[src/rtl/uart_word_streamer.sv]
// uart_word_streamer: serialises a buffer of DATA_W-bit words into a byte-wide
// UART transmitter using its busy handshake, and reassembles received bytes
// into words in a second buffer.
module uart_word_streamer #(
    parameter int unsigned DATA_W     = 16,
    parameter int unsigned DEPTH      = 16,
    parameter int unsigned MSB_FIRST  = 1,
    parameter int unsigned RX_TIMEOUT = 1000000
) (
    input  logic                       clk,
    input  logic                       reset,
    input  logic                       load_we,
    input  logic [$clog2(DEPTH)-1:0]   load_addr,
    input  logic [DATA_W-1:0]          load_data,
    input  logic                       start,
    input  logic [$clog2(DEPTH):0]     word_count,
    output logic [7:0]                 tx_byte,
    output logic                       tx_wr_en,
    input  logic                       tx_busy,
    input  logic [7:0]                 rx_byte,
    input  logic                       rx_ready,
    output logic                       rx_ready_clr,
    input  logic [$clog2(DEPTH)-1:0]   rd_addr,
    output logic [DATA_W-1:0]          rd_data,
    output logic                       busy,
    output logic                       done,
    output logic [$clog2(DEPTH):0]     rx_count,
    output logic                       rx_overflow,
    output logic                       rx_timeout
);

    localparam int unsigned AW  = $clog2(DEPTH);
    localparam int unsigned CW  = AW + 1;
    localparam int unsigned BPW = DATA_W / 8;
    localparam int unsigned BIW = (BPW > 1) ? $clog2(BPW) : 1;
    localparam int unsigned TW  = (RX_TIMEOUT > 1) ? $clog2(RX_TIMEOUT) : 1;

    typedef enum logic [2:0] {
        S_IDLE,
        S_FETCH,
        S_ISSUE,
        S_ACK,
        S_DRAIN,
        S_DONE
    } tx_state_t;

    logic [DATA_W-1:0] tx_mem [DEPTH];
    logic [DATA_W-1:0] rx_mem [DEPTH];

    tx_state_t         state;
    logic [DATA_W-1:0] tx_shift;
    logic [CW-1:0]     word_idx;
    logic [CW-1:0]     word_total;
    logic [BIW-1:0]    tx_bidx;

    logic [7:0]        tx_lane_c;
    logic [DATA_W-1:0] tx_shift_next_c;

    logic              armed;
    logic [DATA_W-1:0] rx_shift;
    logic [BIW-1:0]    rx_bidx;
    logic [TW-1:0]     idle_cnt;

    logic              capture_c;
    logic              word_done_c;
    logic              rx_we_c;
    logic [DATA_W-1:0] rx_shift_next_c;

    // TX buffer write port; locked out while a transfer is running
    always_ff @(posedge clk) begin
        if (load_we && !busy) begin
            tx_mem[load_addr] <= load_data;
        end
    end

    // Current outgoing byte lane and the shift register after it is consumed
    always_comb begin
        tx_lane_c       = 8'h00;
        tx_shift_next_c = tx_shift;
        if (MSB_FIRST != 0) begin
            tx_lane_c       = tx_shift[DATA_W-1 -: 8];
            tx_shift_next_c = tx_shift << 8;
        end else begin
            tx_lane_c       = tx_shift[7:0];
            tx_shift_next_c = tx_shift >> 8;
        end
    end

    // TX sequencer: fetch word, issue each byte on tx_busy low, wait for the
    // transmitter to take it (busy high) and finish it (busy low)
    always_ff @(posedge clk or negedge reset) begin
        if (!reset) begin
            state      <= S_IDLE;
            busy       <= 1'b0;
            done       <= 1'b0;
            tx_wr_en   <= 1'b0;
            tx_byte    <= 8'h00;
            tx_shift   <= '0;
            word_idx   <= '0;
            word_total <= '0;
            tx_bidx    <= '0;
        end else begin
            tx_wr_en <= 1'b0;
            done     <= 1'b0;
            case (state)
                S_IDLE: begin
                    if (start) begin
                        if (word_count == '0) begin
                            state <= S_DONE;
                        end else begin
                            word_total <= word_count;
                            word_idx   <= '0;
                            busy       <= 1'b1;
                            state      <= S_FETCH;
                        end
                    end
                end
                S_FETCH: begin
                    tx_shift <= tx_mem[word_idx[AW-1:0]];
                    tx_bidx  <= '0;
                    state    <= S_ISSUE;
                end
                S_ISSUE: begin
                    if (!tx_busy) begin
                        tx_byte  <= tx_lane_c;
                        tx_wr_en <= 1'b1;
                        tx_shift <= tx_shift_next_c;
                        state    <= S_ACK;
                    end
                end
                S_ACK: begin
                    if (tx_busy) begin
                        state <= S_DRAIN;
                    end
                end
                S_DRAIN: begin
                    if (!tx_busy) begin
                        if (tx_bidx == BIW'(BPW - 1)) begin
                            if (word_idx == word_total - CW'(1)) begin
                                state <= S_DONE;
                            end else begin
                                word_idx <= word_idx + CW'(1);
                                state    <= S_FETCH;
                            end
                        end else begin
                            tx_bidx <= tx_bidx + BIW'(1);
                            state   <= S_ISSUE;
                        end
                    end
                end
                S_DONE: begin
                    done  <= 1'b1;
                    busy  <= 1'b0;
                    state <= S_IDLE;
                end
                default: begin
                    state <= S_IDLE;
                end
            endcase
        end
    end

    // RX byte capture, assembly and buffer write decision
    always_comb begin
        capture_c       = rx_ready && armed;
        word_done_c     = capture_c && (rx_bidx == BIW'(BPW - 1));
        rx_we_c         = word_done_c && !start && (rx_count < CW'(DEPTH));
        rx_shift_next_c = rx_shift;
        if (MSB_FIRST != 0) begin
            rx_shift_next_c = (rx_shift << 8) | DATA_W'(rx_byte);
        end else begin
            rx_shift_next_c = (rx_shift >> 8) | (DATA_W'(rx_byte) << (DATA_W - 8));
        end
    end

    // RX buffer write port
    always_ff @(posedge clk) begin
        if (rx_we_c) begin
            rx_mem[rx_count[AW-1:0]] <= rx_shift_next_c;
        end
    end

    // RX handshake, word assembly, counters and sticky flags; start wins over
    // any byte landing in the same cycle
    always_ff @(posedge clk or negedge reset) begin
        if (!reset) begin
            armed        <= 1'b1;
            rx_ready_clr <= 1'b0;
            rx_shift     <= '0;
            rx_bidx      <= '0;
            idle_cnt     <= '0;
            rx_count     <= '0;
            rx_overflow  <= 1'b0;
            rx_timeout   <= 1'b0;
        end else begin
            rx_ready_clr <= 1'b0;
            if (capture_c) begin
                rx_ready_clr <= 1'b1;
                armed        <= 1'b0;
            end else if (!rx_ready) begin
                armed <= 1'b1;
            end

            if (start) begin
                rx_count    <= '0;
                rx_overflow <= 1'b0;
                rx_timeout  <= 1'b0;
                rx_shift    <= '0;
                rx_bidx     <= '0;
                idle_cnt    <= '0;
            end else if (capture_c) begin
                idle_cnt <= '0;
                if (word_done_c) begin
                    rx_shift <= '0;
                    rx_bidx  <= '0;
                    if (rx_count < CW'(DEPTH)) begin
                        rx_count <= rx_count + CW'(1);
                    end else begin
                        rx_overflow <= 1'b1;
                    end
                end else begin
                    rx_shift <= rx_shift_next_c;
                    rx_bidx  <= rx_bidx + BIW'(1);
                end
            end else if (rx_bidx != '0) begin
                if (idle_cnt == TW'(RX_TIMEOUT - 1)) begin
                    rx_shift   <= '0;
                    rx_bidx    <= '0;
                    idle_cnt   <= '0;
                    rx_timeout <= 1'b1;
                end else begin
                    idle_cnt <= idle_cnt + TW'(1);
                end
            end
        end
    end

    // Registered RX buffer read; same-cycle write returns the old entry
    always_ff @(posedge clk or negedge reset) begin
        if (!reset) begin
            rd_data <= '0;
        end else begin
            rd_data <= rx_mem[rd_addr];
        end
    end

endmodule

[config.mk]
export PLATFORM = sky130hd
export DESIGN_NAME = uart_word_streamer
export DESIGN_NICKNAME = d
export VERILOG_FILES = /design/src/rtl/uart_word_streamer.sv
export SDC_FILE = /design/constraint.sdc
export NUM_CORES = 1
export LEC_CHECK = 0
export CORE_AREA = 2 2 236 261
export CTS_CLUSTER_DIAMETER = 100
export CTS_CLUSTER_SIZE = 16
export DETAILED_ROUTE_END_ITERATION = 10
export DIE_AREA = 0 0 238 263
export GPL_TIMING_DRIVEN = 0
export SLEW_MARGIN = 20
export SYNTH_ARGS = -nofsm -noshare
export SYNTH_HDL_FRONTEND = slang
export SYNTH_SLANG_ARGS = --single-unit
[constraint.sdc]
create_clock -name clk -period 3.5 [get_ports clk]
set_clock_uncertainty 0.1 [all_clocks]
set_input_delay 0.35 -clock clk [delete_from_list [all_inputs] [get_ports clk]]
set_output_delay 0.35 -clock clk [all_outputs]
set_load 0.1 [all_outputs]
Yosys cells after proc, flatten, opt, wreduce, memory -nomap -nowiden

Memory sizes are Yosys's and may differ from the RTL's. A register that Yosys moved wholly into a read port is not among the register bits.
Cells that the tools add are included.

Bits in writable memories: 512
Output and inout bits: 35
Memories: 2
Bits of input ports: 43
Logic and storage cells: 136
Register bits after elaboration: 79

Add/subtract/negate cells: 6
Equality and inequality tests: 17
Bitwise gates (word level): 3
Magnitude comparators: 1
Multiplexer cells: 58
Reductions and logical operators: 32

Memory list:

| name   | depth | bits a word | read ports | clocked after memory_dff | write ports | RTL line | source |
|---|---|---|---|---|---|---|---|
| rx_mem | 16    | 16          | 1          | 1                        | 1           | 48       | `logic [DATA_W-1:0] rx_mem [DEPTH];` |
| tx_mem | 16    | 16          | 1          | 0                        | 1           | 47       | `logic [DATA_W-1:0] tx_mem [DEPTH];` |

Operators with widths:

| operator                                                              | count |
|---|---|
| 20-bit 2-to-1 mux                                                     | 4 |
| 5-bit 2-to-1 mux                                                      | 9 |
| 8-bit 2-to-1 mux                                                      | 5 |
| 16-bit one-hot mux with 2 select lines                                | 1 |
| 1-bit 2-to-1 mux                                                      | 27 |
| 3-bit 2-to-1 mux                                                      | 7 |
| 20-bit by 1-bit adder with 20-bit output, second input constant       | 1 |
| 20-bit equality test, second input constant                           | 1 |
| 2-bit != test, second input constant                                  | 9 |
| 2-bit nonzero test                                                    | 9 |
| 16-bit 2-to-1 mux                                                     | 1 |
| 16-bit by 8-bit bitwise OR with 16-bit output                         | 1 |
| 3-bit one-hot mux with 5 select lines                                 | 1 |
| 3-bit AND reduction                                                   | 5 |
| 5-bit by 1-bit adder with 5-bit output, second input constant         | 2 |
| 5-bit one-hot mux with 2 select lines                                 | 1 |
| 2-bit AND reduction                                                   | 4 |
| 3-bit by 2-bit equality test with 1-bit output, second input constant | 2 |
| 3-bit equality test, second input constant                            | 2 |
| 6-bit AND reduction                                                   | 1 |
| 3-bit nonzero test                                                    | 2 |
| 5-bit equality test                                                   | 1 |
| 1-bit logical AND                                                     | 5 |
| 5-bit logical NOT                                                     | 1 |
| 10 further kinds                                                      | 15 |

Logic depth before layout (Yosys ltp)

Depth in word-level cells: 6
Mapped depth: 8

Worst setup path before layout

Ideal clock, no wire load.

Path type: register to register
From: register busy
To: memory tx_mem[0][0] (enable)
Period minus slack after synthesis: 3.051 ns
Setup slack: 0.449 ns
Setup time: 0.409 ns
Stages on the path, launching flop included: 5
Data arrival time: 2.541 ns
Path through: dfrtp_1 -> inv_1 -> nand2_1 -> or3_1 -> nor3_1

Cells in the longest elaborated chain, start to end: 4

RTL lines:

| what                                   | RTL line | source |
|---|---|---|
| start, declared                        | 25       | `output logic busy,` |
| start signal, assigned                 | 94       | `busy <= 1'b0;` |
| start signal, assigned                 | 113      | `busy <= 1'b1;` |
| start signal, assigned                 | 153      | `busy <= 1'b0;` |
| 1-bit logical NOT                      | 71       | `if (load_we && !busy) begin` |
| 1-bit logical AND                      | 71       |  |
| 1-bit 2-to-1 mux                       | 71       |  |
| 1-bit 2-to-1 mux (implied by the code) | 72       | `tx_mem[load_addr] <= load_data;` |
| end, declared                          | 47       |  |

No other way between the ends.

Worst setup path after layout

From: register word_idx[1]
To: register tx_shift[13]

Cells in the longest elaborated chain, start to end: 2

RTL lines:

| what                                   | RTL line | source |
|---|---|---|
| start, declared                        | 52       | `logic [CW-1:0] word_idx;` |
| start signal, assigned                 | 142      | `word_idx <= word_idx + CW'(1);` |
| memory 16 x 16 bit                     | -        |  |
| 16-bit one-hot mux with 2 select lines | 105      | `case (state)` |
| end signal, assigned                   | 119      | `tx_shift <= tx_mem[word_idx[AW-1:0]];` |
| end signal, assigned                   | 127      | `tx_shift <= tx_shift_next_c;` |
| end, declared                          | 51       | `logic [DATA_W-1:0] tx_shift;` |

No other way between the ends.
A chain may end at the register's enable or synchronous reset.

==> run_results.csv <==
group,metric,value,unit
setup_path,required,3.85,ns
timing,fmax,348,MHz
global_routing,gr-usage-all-layers,17.0,%
detailed_routing,initialDrtViolationCount,951,
yosys,yosysTopAreaCell,"edfxtp_1",
clock_tree,h-tree-depth,2,
detailed_routing,wl_per_cell,24.1,um
flow_run,max_cap_viol_count,0,
yosys,ys_ff_latch,607,
timing,worst_pin_slew,1.07,ns
yosys,synth_cells,1221,
yosys,yosysWarnings,0,
detailed_routing,drcViolationCount,0,
detailed_routing,postRouteAntennaNets,0,
placed_design,dp_slack,0.448,ns
pwr,vdd_drop_max,0.638,mV
finish,synthToLayoutAreaGrowth,14.4,%
pwr,power.density,558,nW/um^2
yosys,yosys.area.top_type_share,64.6,%
placed_design,numPlacedInstances,2088,
setup_path,end_kind,"flip-flop",
global_routing,first_global_vias,12300,
finish,utilization,45.5,%
yosys,synth-async-reset-ratio,15.7,%
finish,final_common_cell,"edfxtp_1",
die,initial_core_util,39.8,%
yosys,ys.flop_type,"edfxtp_1",
clock_tree,clock_latency,0.58,ns
clock_tree,clk_path_buf_depth,3,
setup_path,worstSetupStartpointType,"flip-flop",
status,status,"complete, no violations",
die,fp.dieW,238,um
timing,fin_crit_sh,82.0,%
timing,tns,0,ns
finish,drive_above_1_share,23.2,%
die,die_area,62600,um^2
timing,finalMaxSlewViolations,0,
clock_tree,root_buffer,"clkbuf_16",
placed_design,dp_hpwl,34400,um
die,core_area,59700,um^2
finish,final_cells,2167,
setup_path,worstPathMaxFanout,10,
yosys,ys_types,65,
setup_path,arrival,3.22,ns
global_routing,gr-total-overflow,0,
pwr,p_leak,8.75,nW
detailed_routing,drt_wl_total,52200,um
die,die_h,263,um
detailed_routing,dr.pass1.iters,5,
clock_tree,cts.clk_slew.worst_paths,0.07,ns
finish,stdcell_area,27200,um^2
timing,relSlewSlack,28.4,%
die,rows,94,
timing,min_period,2.87,ns
global_routing,grt_pass1_wl,79200,um
clock_tree,postCtsSetupRepairBufs,0,
placed_design,placed_area,25900,um^2
clock_tree,cts_buffers,43,
finish,final_cell_mix,"edfxtp_1, mux4_2, dfrtp_1, clkdlybuf4s50_1",
yosys,synth.avg_cell_area,19.5,um^2
detailed_routing,viasPerCell,5.45,
placed_design,portBuffers,71,
finish,diodes,0,
detailed_routing,num_vias,11800,
timing,rsz0062_at_grt,"false",
global_routing,grt_max_degree,51,
die,io_pins,78,
timing,finalWorstSetupSlack,0.629,ns
finish,fillers,5099,
yosys,synth_edf_count,512,
placed_design,gp_congestion,0.756,
yosys,seq_area_frac_synth,74.6,%
yosys,synth_nets,1271,
clock_tree,cts_tree,"yes",
finish,layout.nets,1416,
hold_path,hold_path.class,"in -> reg",
yosys,synth.top_cells.by_area,"edfxtp_1, mux4_2, dfrtp_1, mux2_2, nor2_1",
timing,setup_viol,0,
yosys,syn-cell-area,23800,um^2
setup_path,crit_type,"reg -> reg",
timing,hold_violations,0,
clock_tree,clock-sinks,607,
global_routing,antenna_found_initial,1,
## flip-flops by register name (all words and copies together) (netlist names), 3 cells and up
| name | count |
|---|---|
| rx_count | 5 |
| rd_data | 16 |
| tx_shift | 16 |
| rx_mem | 256 |
| idle_cnt | 20 |
| rx_shift | 8 |
| state | 3 |
| tx_byte | 8 |
| word_idx | 5 |
| word_total | 5 |
| tx_mem | 256 |
## final cells by class
cell class / count / area [um^2] / area share (%)
repair buffers: 100 / 1030 / 3.78
well taps: 768 / 961 / 3.53
inverters: 16 / 60.1 / 0.221
multi-input cells: 538 / 5840 / 21.5
plain buffers: 60 / 305 / 1.12
flip-flops and latches: 607 / 17800 / 65.3
clock buffers: 78 / 1250 / 4.60
## what timing repair did
action | 4_1_cts | 5_1_grt
setup endpoints to repair | 0 | 0
gates resized for setup | 0 | 0
hold buffers | 1 | 0
endpoints found under the hold margin | 45 | 0
## where the power goes
group / switching [mW] / internal (mW) / leakage (nW)
Clock: 2.35 / 2.41 / 0.594
Sequential: 0.179 / 8.09 / 5.82
Combinational: 1.44 / 0.730 / 2.34
Total: 3.96 / 11.2 / 8.75
## cell families after synthesis
| family | after synthesis | synth area share (%) |
|---|---|---|
| fa+ha+maj | 7 | 0.368 |
| mux | 196 | 15.2 |
| simple gates | 208 | 4.21 |
| buf+inv | 76 | 1.53 |
| xor+xnor | 24 | 0.884 |
| flops | 607 | 74.6 |
| compound gates | 103 | 3.12 |
## metrics by stage
stage	hold slack (ns)	power, mW
floorplan	-0.0456	9.88
global placement	0.353	10.5
detailed placement	0.234	10.6
CTS	0.0877	15.3
global route	0.112	15.8
finish	0.120	15.2
## Yosys cell counts (9+ instances only)
cell      instances
edfxtp_1        512
mux4_2          128
dfrtp_1          94
nor2_1           63
nand2_1          59
mux2_2           48
clkbuf_1         26
nor3_1           23
a21oi_1          22
mux2i_1          19
buf_2            18
xor2_1           17
inv_1            16
nand3_1          16
o21ai_0          15
nand2b_1         10
o22ai_1          10
buf_4             9
## critical path, cell delays in order (launching register included)
cell and delay (ns):
dfrtp_1 0.49, buf_2 0.35, clkbuf_1 0.69, mux4_2 0.41, mux2_2 0.28, o221ai_1 0.32
nand2_1 0.10
## metal layers
metal  vias up  track usage (%)  share of wire, %
met5         -                0             0.042
met4         2             4.48               1.9
met3        63             2.79               5.1
met2       336             29.7                52
met1      6199             22.0                41
li1       5204                -                 -
## final timing paths
kind                                          start                        to  slack (ns)  cells past startpoint
min reg2reg                tx_shift[14]$_DFFE_PN0P_  tx_shift[14]$_DFFE_PN0P_        0.37                      2
max reg2reg                 word_idx[1]$_DFFE_PN0P_  tx_shift[13]$_DFFE_PN0P_        0.63                      6
min in group asynchronous                     reset      rd_data[2]$_DFF_PN0_        0.20                      2
min                                         tx_busy        tx_wr_en$_DFF_PN0_        0.12                      2
max in group asynchronous                     reset         armed$_DFFE_PN1P_        2.38                      3
max                         word_idx[1]$_DFFE_PN0P_  tx_shift[13]$_DFFE_PN0P_        0.63                      6
Note: power is estimated with default switching activity, not from simulation.
